### config.mk
export PLATFORM = sky130hd
export DESIGN_NAME = binary_blob_locator
export DESIGN_NICKNAME = d
export VERILOG_FILES = /design/src/rtl/binary_pkg.sv /design/src/rtl/bbox_accum.sv /design/src/rtl/binary_blob_locator.sv
export SDC_FILE = /design/constraint.sdc
export NUM_CORES = 1
export LEC_CHECK = 0
export CAP_MARGIN = 20
export CELL_PAD_IN_SITES_DETAIL_PLACEMENT = 1
export CELL_PAD_IN_SITES_GLOBAL_PLACEMENT = 2
export CORE_MARGIN = 1.5
export CORE_UTILIZATION = 31
export DETAILED_ROUTE_END_ITERATION = 12
export MAX_ROUTING_LAYER = met4
export PLACE_DENSITY = 0.75
export SYNTH_ARGS = -nofsm -noshare
export SYNTH_HDL_FRONTEND = slang
export SYNTH_SLANG_ARGS = --single-unit
### constraint.sdc
create_clock -name iCLK -period 4.7 [get_ports iCLK]
set_clock_uncertainty 0.1 [all_clocks]
set_input_delay 0.47 -clock iCLK [delete_from_list [all_inputs] [get_ports iCLK]]
set_output_delay 0.47 -clock iCLK [all_outputs]
set_load 0.02 [all_outputs]
### src/rtl/binary_pkg.sv
// Shared types for the binary blob locator.
//   COORD_W / coord_t : pixel coordinate width (column, row, bbox edges)
//   COUNT_W / count_t : foreground pixel count width
//   state_t           : top-level sequencing FSM states
package binary_pkg;

  localparam int COORD_W = 16;
  localparam int COUNT_W = 20;

  typedef logic [COORD_W-1:0] coord_t;
  typedef logic [COUNT_W-1:0] count_t;

  typedef enum logic [1:0] {
    IDLE   = 2'd0,
    SCAN   = 2'd1,
    REPORT = 2'd2
  } state_t;

endpackage

### src/rtl/bbox_accum.sv
// Running bounding box and foreground count for one frame.
// Ports:
//   iCLK, iRST          : clock, async active-low reset (clears everything to 0)
//   clear               : start of frame; min to all-ones, max and count to 0
//   update              : fold (col,row) into the box and bump the count
//   col, row            : coordinate of the current foreground pixel
//   xMin/xMax/yMin/yMax : running box edges
//   count               : running foreground count, saturating
module bbox_accum
  import binary_pkg::*;
(
  input  logic   iCLK,
  input  logic   iRST,
  input  logic   clear,
  input  logic   update,
  input  coord_t col,
  input  coord_t row,
  output coord_t xMin,
  output coord_t xMax,
  output coord_t yMin,
  output coord_t yMax,
  output count_t count
);

  always_ff @(posedge iCLK or negedge iRST) begin
    if (!iRST) begin
      xMin  <= '0;
      xMax  <= '0;
      yMin  <= '0;
      yMax  <= '0;
      count <= '0;
    end else if (clear) begin
      xMin  <= '1;
      xMax  <= '0;
      yMin  <= '1;
      yMax  <= '0;
      count <= '0;
    end else if (update) begin
      if (col < xMin) xMin <= col;
      if (col > xMax) xMax <= col;
      if (row < yMin) yMin <= row;
      if (row > yMax) yMax <= row;
      if (count != '1) count <= count + 1'b1;
    end
  end

endmodule

### src/rtl/binary_blob_locator.sv
// Locates the bounding box of foreground pixels in a binary frame stream and
// reports box, count, detection flag and overrun once per frame.
//
// state  | meaning
// -------+-----------------------------------------------------------------
// IDLE   | waiting for a rising edge of iFrame_En
// SCAN   | accepting valid pixels, tracking column/row and the box
// REPORT | results were just registered; oResult_Valid is high this cycle
//
// Ports:
//   iCLK, iRST      : clock, async active-low reset
//   iBinary, iDVAL  : pixel value and its valid strobe
//   iFrame_En       : high across the active frame
//   oX_Min..oY_Max  : bounding box (0 when no detection)
//   oCount          : foreground count of the last frame (saturating)
//   oFound          : oCount >= MIN_COUNT
//   oResult_Valid   : one-cycle pulse when results update
//   oOverrun        : last frame delivered more than IMG_W*IMG_H pixels
module binary_blob_locator
  import binary_pkg::*;
#(
  parameter int IMG_W     = 640,
  parameter int IMG_H     = 480,
  parameter int MIN_COUNT = 64
) (
  input  logic        iCLK,
  input  logic        iRST,
  input  logic        iBinary,
  input  logic        iDVAL,
  input  logic        iFrame_En,
  output logic [15:0] oX_Min,
  output logic [15:0] oX_Max,
  output logic [15:0] oY_Min,
  output logic [15:0] oY_Max,
  output logic [19:0] oCount,
  output logic        oFound,
  output logic        oResult_Valid,
  output logic        oOverrun
);

  localparam coord_t LAST_COL = coord_t'(IMG_W - 1);
  // Row reaches IMG_H exactly when IMG_W*IMG_H pixels have been accepted.
  localparam coord_t FULL_ROW = coord_t'(IMG_H);
  localparam count_t MIN_CNT  = count_t'(MIN_COUNT);

  state_t state;
  logic   frameEnPrev;
  // Set once iFrame_En has been seen low, so a frame already in progress at
  // reset release is skipped rather than scanned from the middle.
  logic   frameArmed;
  coord_t col;
  coord_t row;
  logic   overrun;

  coord_t accXMin, accXMax, accYMin, accYMax;
  count_t accCount;

  logic frameRise;
  logic frameFull;
  logic pixelTake;
  logic accClear;
  logic accUpdate;
  logic accFound;

  always_comb begin
    frameRise = frameArmed & iFrame_En & ~frameEnPrev;
    frameFull = (row == FULL_ROW);
    pixelTake = (state == SCAN) & iFrame_En & iDVAL & ~frameFull;
    accUpdate = pixelTake & iBinary;
    accClear  = ((state == IDLE) & frameRise) | ((state == REPORT) & iFrame_En);
    accFound  = (accCount >= MIN_CNT);
  end

  bbox_accum uAccum (
    .iCLK   (iCLK),
    .iRST   (iRST),
    .clear  (accClear),
    .update (accUpdate),
    .col    (col),
    .row    (row),
    .xMin   (accXMin),
    .xMax   (accXMax),
    .yMin   (accYMin),
    .yMax   (accYMax),
    .count  (accCount)
  );

  always_ff @(posedge iCLK or negedge iRST) begin
    if (!iRST) begin
      state         <= IDLE;
      frameEnPrev   <= 1'b0;
      frameArmed    <= 1'b0;
      col           <= '0;
      row           <= '0;
      overrun       <= 1'b0;
      oX_Min        <= '0;
      oX_Max        <= '0;
      oY_Min        <= '0;
      oY_Max        <= '0;
      oCount        <= '0;
      oFound        <= 1'b0;
      oResult_Valid <= 1'b0;
      oOverrun      <= 1'b0;
    end else begin
      frameEnPrev   <= iFrame_En;
      oResult_Valid <= 1'b0;
      if (!iFrame_En) frameArmed <= 1'b1;

      case (state)
        IDLE: begin
          if (frameRise) begin
            state   <= SCAN;
            col     <= '0;
            row     <= '0;
            overrun <= 1'b0;
          end
        end

        SCAN: begin
          if (!iFrame_En) begin
            // Results become visible in the REPORT cycle itself.
            state         <= REPORT;
            oResult_Valid <= 1'b1;
            oCount        <= accCount;
            oFound        <= accFound;
            oOverrun      <= overrun;
            oX_Min        <= accFound ? accXMin : '0;
            oX_Max        <= accFound ? accXMax : '0;
            oY_Min        <= accFound ? accYMin : '0;
            oY_Max        <= accFound ? accYMax : '0;
          end else if (iDVAL) begin
            if (frameFull) begin
              overrun <= 1'b1;
            end else if (col == LAST_COL) begin
              col <= '0;
              row <= row + 1'b1;
            end else begin
              col <= col + 1'b1;
            end
          end
        end

        REPORT: begin
          if (iFrame_En) begin
            state   <= SCAN;
            col     <= '0;
            row     <= '0;
            overrun <= 1'b0;
          end else begin
            state <= IDLE;
          end
        end

        default: state <= IDLE;
      endcase
    end
  end

endmodule

Word-level counts from Yosys, hierarchy flattened
Cells that the tools add are included.
{"block": "classes", "add_sub_neg": 3, "mul": 0, "n_div": 0, "order_cmp": 5, "eq_ne": 13, "shifts": 0, "mux": 43, "bitwise": 12, "n_reduce_logical": 18}
{"operator": "$mux 16", "n": 26}
{"operator": "$pmux 16 s3", "n": 2}
{"operator": "$mux 20", "n": 3}
{"operator": "$add 16x1->16 const B", "n": 2}
{"operator": "$gt 16x16->1", "n": 2}
{"operator": "$lt 16x16->1", "n": 2}
{"operator": "$add 20x1->20 const B", "n": 1}
{"operator": "$ge 20x7->1 const B", "n": 1}
{"operator": "$ne 20x20->1 const B", "n": 1}
{"operator": "$eq 16x10->1 const B", "n": 1}
{"operator": "$eq 16x9->1 const B", "n": 1}
{"operator": "$ne 2x2->1 const B", "n": 7}
{"operator": "$reduce_and 2->1", "n": 7}
{"operator": "$reduce_and 6->1", "n": 2}
{"operator": "$reduce_bool 2->1", "n": 6}
{"operator": "$and 1x1->1", "n": 8}
{"operator": "$mux 1", "n": 8}
{"operator": "$reduce_and 7->1", "n": 1}
{"operator": "$pmux 2 s3", "n": 1}
{"operator": "$mux 2", "n": 2}
{"operator": "$not 1->1", "n": 3}
{"operator": "$pmux 1 s3", "n": 1}
{"operator": "$reduce_bool 3->1", "n": 1}
{"operator": "$eq 2x1->1 const B", "n": 1}
{"operator": "other kinds (4)", "n": 4}
{"block": "totals", "regBits": 208, "latch_bits": 0, "ramBits": 0, "mem_bits_ro": 0, "in_bits": 5, "out_inout_bits": 87, "elab_cells": 113, "memories": 0}

Depth between registers and ports, before layout
Gate-level depths: netlist (run 1).
{"block": "logic_depth", "depth_word": 7, "ltp_mapped": 10, "mapped_depth_nobuf": 8}

Modules after synthesis
From an unflattened synthesis (run 1), not the netlist that was laid out.
{"block": "hier_totals", "cells_unflattened": 1178, "area_unflattened_um2": 10929.2}
{"mod": "binary_blob_locator", "instances": 1, "cells_per_inst": 618, "area_per_inst_um2": 5606.6, "seq_area_each_um2": 3103.0}
{"mod": "bbox_accum", "instances": 1, "cells_per_inst": 560, "area_per_inst_um2": 5322.6, "seq_area_each_um2": 2102.0}

Least setup slack after synthesis (run 1)
OpenSTA, ideal clock, no wires.
{"block": "synth_path", "path_kind": "reg2reg", "start": "register row[1]", "end": "register uAccum.yMax[6]", "setup_ns": 0.126, "arrival_time_ns": 2.292, "required_time_ns": 4.474, "path_slack_ns": 2.182, "stages_incl_launch_ff": 9, "n_path_buf": 1, "period_less_slack_ns": 2.518, "cell_sequence": "dfrtp_1 -> ha_1 -> nor2b_1 -> o21ai_0 -> nand2_1 -> a2111oi_0 -> a31oi_4 -> buf_6 -> mux2i_1"}
{"block": "synth_via", "elab_chain_cells": 6, "word_cells_on_any_way": 8, "classes_between": "order compare (1); eq/ne (1); bitwise (3); reduce/logical (3)"}
{"element": "from (decl)", "line": "binary_blob_locator.sv:52", "source": "coord_t row;"}
{"element": "from (signal assigned)", "line": "binary_blob_locator.sv:136", "source": "row <= row + 1'b1;"}
{"element": "parallel branches: the longest is 5 deep, another holds $gt 16x16->1"}
{"element": "$reduce_and 2->1 (no source line) *"}
{"element": "to (signal assigned)", "line": "bbox_accum.sv:42", "source": "if (row > yMax) yMax <= row;"}
{"element": "to (decl)", "line": "bbox_accum.sv:21", "source": "output coord_t yMax,"}
Mark *: on every way between the ends.
A chain may end at the register's enable or synchronous reset.

Worst setup path in the final report (run 1)
{"block": "layout_path", "start": "register state[0]", "end": "register uAccum.count[17]"}
{"block": "layout_via", "elab_chain_cells": 7, "word_cells_on_any_way": 14, "classes_between": "eq/ne (2); mux (1); bitwise (7); reduce/logical (4)"}
{"element": "from (decl)", "line": "binary_blob_locator.sv:46", "source": "state_t state;"}
{"element": "from (signal assigned)", "line": "binary_blob_locator.sv:90", "source": "state <= IDLE;"}
{"element": "from (signal assigned)", "line": "binary_blob_locator.sv:112", "source": "state <= SCAN;"}
{"element": "from (signal assigned)", "line": "binary_blob_locator.sv:122", "source": "state <= REPORT;"}
{"element": "$eq 2x1->1", "line": "binary_blob_locator.sv:68", "source": "pixelTake = (state == SCAN) & iFrame_En & iDVAL & ~frameFull;"}
{"element": "$and 1x1->1 (3 in series)", "line": "binary_blob_locator.sv:68"}
{"element": "$and 1x1->1", "line": "binary_blob_locator.sv:69", "source": "accUpdate = pixelTake & iBinary;"}
{"element": "$reduce_bool 2->1 (no source line)"}
{"element": "$reduce_and 2->1 (no source line)"}
{"element": "to (signal assigned)", "line": "bbox_accum.sv:43", "source": "if (count != '1) count <= count + 1'b1;"}
{"element": "to (decl)", "line": "bbox_accum.sv:22", "source": "output count_t count"}
Parallel ways exist; a longest one is shown, timed or not.

==> metrics.csv, run 1 <==
metric;value;unit
syn_area;10500;µm²
io_pins;92;
ys_ff_latch;208;
tritoncts;done;
peakVddDrop;0.2358;mV
synth_edf_count;0;
cp_slowest_cell;o21ai_1;
required;5030;ps
synth_fp_nets;1192;
synthFlopType;dfrtp_1;
hold_violations;10;
grt_pass1_vias;8953;
cp_max_fo;11;
critPathCapture;uAccum.count[17]$_DFFE_PN0P_;
coreArea;33450;µm²
arrival;3790;ps
die_h;187.0;µm
diodes;0;
ys_top_cells_by_count;nand2_1 (237), dfrtp_1 (208), inv_1 (100);
grt.total_usage;17.83;%
yosysMostFrequentCell;nand2_1;
crit_top_cell;nand4_1;
rsz0062_at_grt;false;
fillers;3800;
ys_warn_count;0;
rr_worst_depth;6;
maxSlewViolCount;0;
final_nets;1264;
synth_cells;1120;
avgSynthCellArea;9.371;µm²
relSlewSlack;39.08;%
finalCriticalPeriod;3462;ps
cts_hold_buf;0;
finalCritPeriodShare;73.66;%
port_buffers;91;
ys_types;57;
viasPerCell;5.049;
firstDrtPassIters;4;
setup_tns;0;ps
rows;67;
gp_congestion;0.8195;
synth_top_cell_by_area;dfrtp_1;
ys_seq_area_share;49.59;%
cp_cell_sequence;nor2b_1 > nand4_1 > o21ai_1 > nand4_1 > or3_1 > a21oi_1;
routed_wl;29.41;mm
regToRegStartpoint;state[0]$_DFFE_PN0P_;
cp-start-kind;flip-flop;
multiInputGateArea;4690;µm²
post_cts_resized;0;
dp_hpwl;20.41;mm
clock_latency;520;ps
htree_levels;1;
synth.area.top_cells;dfrtp_1 (50%), nand2_1 (8.5%), ha_1 (8.0%);
die_w;187.0;µm
tritoncts_num_sinks;208;
dieArea;34970;µm²
drc;0;
drive_above_1_share;5.385;%
critPathMaxStageDelay;810;ps
drv_cap;0;
reg2reg_slack;1240;ps
finalSetupViolCount;0;
hold_class;input pin to asynchronous set/reset pin;
final_antenna_net_count;0;
antenna_found_initial;0;
cp-end-kind;flip-flop;
numCtsBuffers;25;
initial_core_util;31.38;%
wl_per_cell;17.77;µm
path_clk_slew;60;ps
clock_path_buffers;3;
synthArstFlopShare;100.0;%
crit_start;state[0]$_DFFE_PN0P_;
syn2layout_area_growth;20.43;%
synth_top_area_share;49.59;%
clock-root-buffer;clkbuf_16;
status;finished with violations;
vias;8356;
timing.hold.ws;-6.854;ps
grt_max_degree;109;
cts_setup_buffers;0;
grt_overflow;0;
p_per_area;337.6;nW/µm²
worstReg2RegEnd;uAccum.count[17]$_DFFE_PN0P_;
p_leak;5.648;nW
register_area;5205;µm²
violations;negative hold slack;
worst-setup-path-type;flip-flop to flip-flop;
worst_pin_slew;913.8;ps
grt_pass1_wl;49.29;mm
fmax;288.9;MHz
drt_iter0_drc;347;
cells in the final DEF, fill, tap and decap left out, types with 6 or more instances in the layout:
cell type	count
buf_4	12
xnor2_1	13
a21oi_1	29
clkbuf_16	25
and3_1	7
clkdlybuf4s50_1	90
ha_1	67
dfrtp_1	208
inv_1	100
o31ai_1	64
xor2_1	12
nor3_1	22
clkbuf_8	10
nand2_1	236
mux2i_1	33
a31oi_1	17
o21ai_0	55
nor4_1	13
nor2_1	49
nand3_1	26
o211ai_1	19
nand4_1	30
nor2b_1	6
metal layers:
metal / vias up / track usage [%] / wire (µm)
met5: - / - / 0
met4: 0 / 3.350 / 505
met1: 4218 / 23.19 / 13950
li1: 4005 / - / -
met3: 34 / 2.158 / 704
met2: 99 / 30.09 / 14250
registers in the layout, indices dropped and copies added, names as in the netlist:
name / count
col: 16
frameArmed: 1
frameEnPrev: 1
oCount: 20
oFound: 1
oOverrun: 1
oResult_Valid: 1
oX_Max: 16
oX_Min: 16
oY_Max: 16
oY_Min: 16
overrun: 1
row: 16
state: 2
uAccum.count: 20
uAccum.xMax: 16
uAccum.xMin: 16
uAccum.yMax: 16
uAccum.yMin: 16
stage by stage:
stage	area (µm²)	worst slack, ps	total power [W]	std cells	util (%)
floorplan	10500	2182	0.002264	1120	-
global placement	11860	1431	0.002447	1613	35.44
detailed placement	11860	1288	0.002462	1613	35.44
CTS	12640	1225	0.004345	1655	37.79
global route	12640	939.7	0.004470	1655	37.79
finish	12640	1238	0.004267	1655	37.79
how the worst min path moves through the flow:
stage / startpoint / end / slack (ps) / cells past startpoint
after floorplan: iRST / col[0]$_DFFE_PN0P_ / 70 / 0
after global placement: frameArmed$_DFFE_PN0N_ / frameArmed$_DFFE_PN0N_ / 350 / 1
after detailed placement: frameArmed$_DFFE_PN0N_ / frameArmed$_DFFE_PN0N_ / 360 / 1
after CTS: iRST / uAccum.yMin[12]$_DFFE_PN0P_ / 30 / 1
after global routing: iRST / uAccum.count[5]$_DFFE_PN0P_ / 40 / 1
final: iRST / oY_Min[11]$_DFFE_PN0P_ / -7 / 1
critical path, delay by kind of cell (launching register included):
| kind | cells | cell delay [ps] |
|---|---|---|
| and+or+nand+nor | 4 | 1770 |
| DFF | 1 | 540 |
| AOI/OAI and AO/OA | 2 | 970 |
report_power, final:
part           switching, W  total, W  internal (W)
logic              0.000347  0.000494      0.000147
clock network      0.000741   0.00185       0.00111
registers         0.0000555   0.00193       0.00187
total               0.00114   0.00427       0.00312
area by class of cell:
class / instances / area share, %
tap: 448 / 4.435
multi-input combinational: 753 / 37.10
timing repair buffer: 104 / 8.107
clock inverter: 4 / 0.1584
sequential: 208 / 41.18
inverter: 100 / 2.970
clock buffer: 38 / 6.048
logic make-up (layout without fill, tap and decap cells):
kind of cell,count (synthesis),in the layout,synth area share (%)
AO/OA/AOI/OAI,208,208,13.08
XOR/XNOR,25,25,2.086
adder cells (fa/ha/maj),67,67,7.988
buffers and inverters,159,246,5.997
flip-flops,208,208,49.59
multiplexers,33,33,3.147
AND/OR/NAND/NOR,420,420,18.11
(Power assumes the default switching activity.)
==> inputs of run 2 (changes only) <==
==> constraint.sdc (replaced) <==
create_clock -name iCLK -period 3.3 [get_ports iCLK]
set_clock_uncertainty 0.1 [all_clocks]
set_input_delay 0.33 -clock iCLK [delete_from_list [all_inputs] [get_ports iCLK]]
set_output_delay 0.33 -clock iCLK [all_outputs]
set_load 0.02 [all_outputs]
==> run 2 against run 1 <==
Against the previous run: the run now ends clean; via count increased by 0.37%; combinational power is 46% higher; worst hold slack better by 290 ps; non-clock buffer count up 19; sequential power grew 42%; sequential cell count did not move; clock power rose by 50%; routed wire length increased by 2.3%; final cell count up 1.1%; critical endpoint is now uAccum.count[11]$_DFFE_PN0P_; highest routed layer unchanged.
==> metrics.csv, run 2 (synthesis gave the netlist of run 1 again) <==
metric;value;unit;change
port_buffers;91;;unchanged
placed_cell_area;12020;µm²;+1.4%
clock_latency;520;ps;about the same
tritoncts;done;;
critPathCapture;uAccum.count[11]$_DFFE_PN0P_;;
clock-root-buffer;clkbuf_16;;
arrival;3220;ps;-570 ps
status;completed;;
die_w;187.0;µm;unchanged
drv_cap;0;;unchanged
layout_commonest_cell;nand2_1;;
final_util;38.39;%;+0.60 points
grt_pass1_vias;8939;;-0.16%
rows;67;;unchanged
rr_worst_depth;8;;+2
vias;8387;;+0.37%
cp_max_fo;11;;unchanged
p_int;0.004578;W;+47%
pwr-share-seq;44.0;%;-1.1 points
hold_violations;0;;-10
grt.total_usage;18.02;%;+0.19 points
routed_wl;30.10;mm;+2.3%
tritoncts_num_sinks;208;;unchanged
regToRegStartpoint;row[1]$_DFFE_PN0P_;;
wl_per_cell;17.98;µm;+1.2%
viasPerCell;5.010;;-0.77%
final_cell_mix;nand2_1 (236), dfrtp_1 (208), inv_1 (100);;
p_leak;5.765;nW;+2.1%
finalSetupViolCount;0;;unchanged
dp_hpwl;20.90;mm;+2.4%
pwr-share-comb;11.6;%;about the same
drc;0;;unchanged
drt_iter0_drc;465;;+34%
dieArea;34970;µm²;unchanged
gp_congestion;0.8300;;+1.3%
final_antenna_net_count;0;;unchanged
cp-end-kind;flip-flop;;
htree_levels;1;;unchanged
clkPwrFrac;44.4;%;+1.1 points
grt_pass1_wl;49.83;mm;+1.1%
drive_above_1_share;6.607;%;+1.2 points
hold_class;input pin to asynchronous set/reset pin;;
firstDrtPassIters;4;;unchanged
worst-setup-path-type;flip-flop to flip-flop;;
syn2layout_area_growth;22.34;%;
switching_share;26.61;%;-0.19 points
p_sw;0.001659;W;+45%
final_nets;1283;;+1.5%
grt_max_degree;152;;+39%
cp_cell_sequence;inv_1 > ha_1 > or3b_2 > nor4_4 > o21ai_1 > nand2_1 > o311ai_0 > o41ai_1;;
coreArea;33450;µm²;unchanged
p_total;0.006237;W;+46%
io_pins;92;;unchanged
finalCritPeriodShare;88.88;%;+15 points
die_h;187.0;µm;unchanged
antenna_found_initial;0;;unchanged
rsz0062_at_grt;false;;
finalCriticalPeriod;2933;ps;-528.8 ps
cp-start-kind;flip-flop;;
p_per_area;485.8;nW/µm²;+44%
setup_tns;0;ps;unchanged
reg2reg_slack;370;ps;-870 ps
worst_pin_slew;1102;ps;+188.2 ps
cp_slowest_cell;dfrtp_1;;
fillers;3791;;-0.24%
clock_path_buffers;3;;unchanged
crit_start;row[1]$_DFFE_PN0P_;;
reg.largest.list;oCount: 20 flops, uAccum.count: 20 flops;;
initial_core_util;31.38;%;unchanged
required;3580;ps;-1450 ps
cts_setup_buffers;0;;unchanged
peakVddDrop;0.3783;mV;+60%
worstReg2RegEnd;uAccum.count[11]$_DFFE_PN0P_;;
numCtsBuffers;25;;unchanged
timing.hold.ws;283.7;ps;+290.6 ps
maxSlewViolCount;0;;unchanged
diodes;0;;unchanged
relSlewSlack;26.27;%;-13 points
fmax;340.9;MHz;+18%
critPathMaxStageDelay;480;ps;-330 ps
final_area;12840;µm²;+1.6%
grt_overflow;0;;unchanged
path_clk_slew;60;ps;about the same
run 2: cell types whose count changed in the layout (fill, tap and decap cells not counted), sizes merged:
cell / before / now
bufinv: 0 / 2
clkinv: 4 / 2
dlygate4sd3: 0 / 1
buf: 13 / 31
run 2: worst min path at each step:
stage / slack [ps] / cells past startpoint / endpoint / startpoint
global placement: 310 / 1 / oFound$_DFFE_PN0P_ / iRST
detailed placement: 310 / 1 / oFound$_DFFE_PN0P_ / iRST
CTS: 260 / 1 / frameEnPrev$_DFF_PN0_ / iFrame_En
global route: 270 / 1 / frameEnPrev$_DFF_PN0_ / iFrame_En
finish: 280 / 2 / oFound$_DFFE_PN0P_ / iRST
floorplan: -70 / 0 / col[0]$_DFFE_PN0P_ / iRST
run 2: timing repair:
item	CTS	global route
hold buffers	1	0
endpoints found under the hold margin	71	0
setup endpoints to repair	0	0
gates resized for setup	0	0
run 2: worst max-delay path: cells and delay by family (launching register included):
family / cells / cell delay, ps
fa+ha+maj: 1 / 170
simple gates: 3 / 1190
flops: 1 / 480
buf+inv: 1 / 150
compound gates: 3 / 710
run 2: layout make-up:
class	instances	area (µm²)	area share, %
Timing Repair Buffer	123	1195	9.306
Tap cell	448	560.5	4.366
Sequential cell	208	5205	40.54
Inverter	100	375.4	2.923
Multi-Input combinational cell	753	4690	36.52
Clock inverter	4	70.07	0.5457
Clock buffer	38	744.5	5.798
run 2: power by group through the flow:
stage / logic, W / clock network, W / registers, W
final: 0.000722 / 0.00277 / 0.00274
after detailed placement: 0.000731 / 0 / 0.00279
after CTS: 0.000737 / 0.00286 / 0.00274
after global placement: 0.000720 / 0 / 0.00279
after global routing: 0.000823 / 0.00294 / 0.00276
after floorplan: 0.000442 / 0 / 0.00278
run 2: through the flow:
step	setup slack [ps]	cells
2_1_floorplan	781.8	1120
3_3_place_gp	401.9	1631
3_5_place_dp	322.2	1631
4_1_cts	359.7	1674
5_1_grt	128.4	1674
6_report	366.9	1674
run 2: per-layer routing:
layer | vias to the layer above | part of all wire [%] | track usage, %
li1 | 4056 | - | -
met3 | 50 | 2.6 | 2.158
met4 | 0 | 2.1 | 4.249
met1 | 4169 | 48 | 24.16
met5 | - | 0 | -
met2 | 112 | 47 | 29.15
==> inputs of run 3 (changes only) <==
--- a/config.mk
+++ b/config.mk
@@ -11,6 +11,7 @@
 export CORE_MARGIN = 1.5
 export CORE_UTILIZATION = 31
 export DETAILED_ROUTE_END_ITERATION = 12
+export HOLD_SLACK_MARGIN = 0.12
 export MAX_ROUTING_LAYER = met4
 export PLACE_DENSITY = 0.75
 export SYNTH_ARGS = -nofsm -noshare
==> results of run 3 <==
Final layout, timing and power as in run 2 (identical DEF).
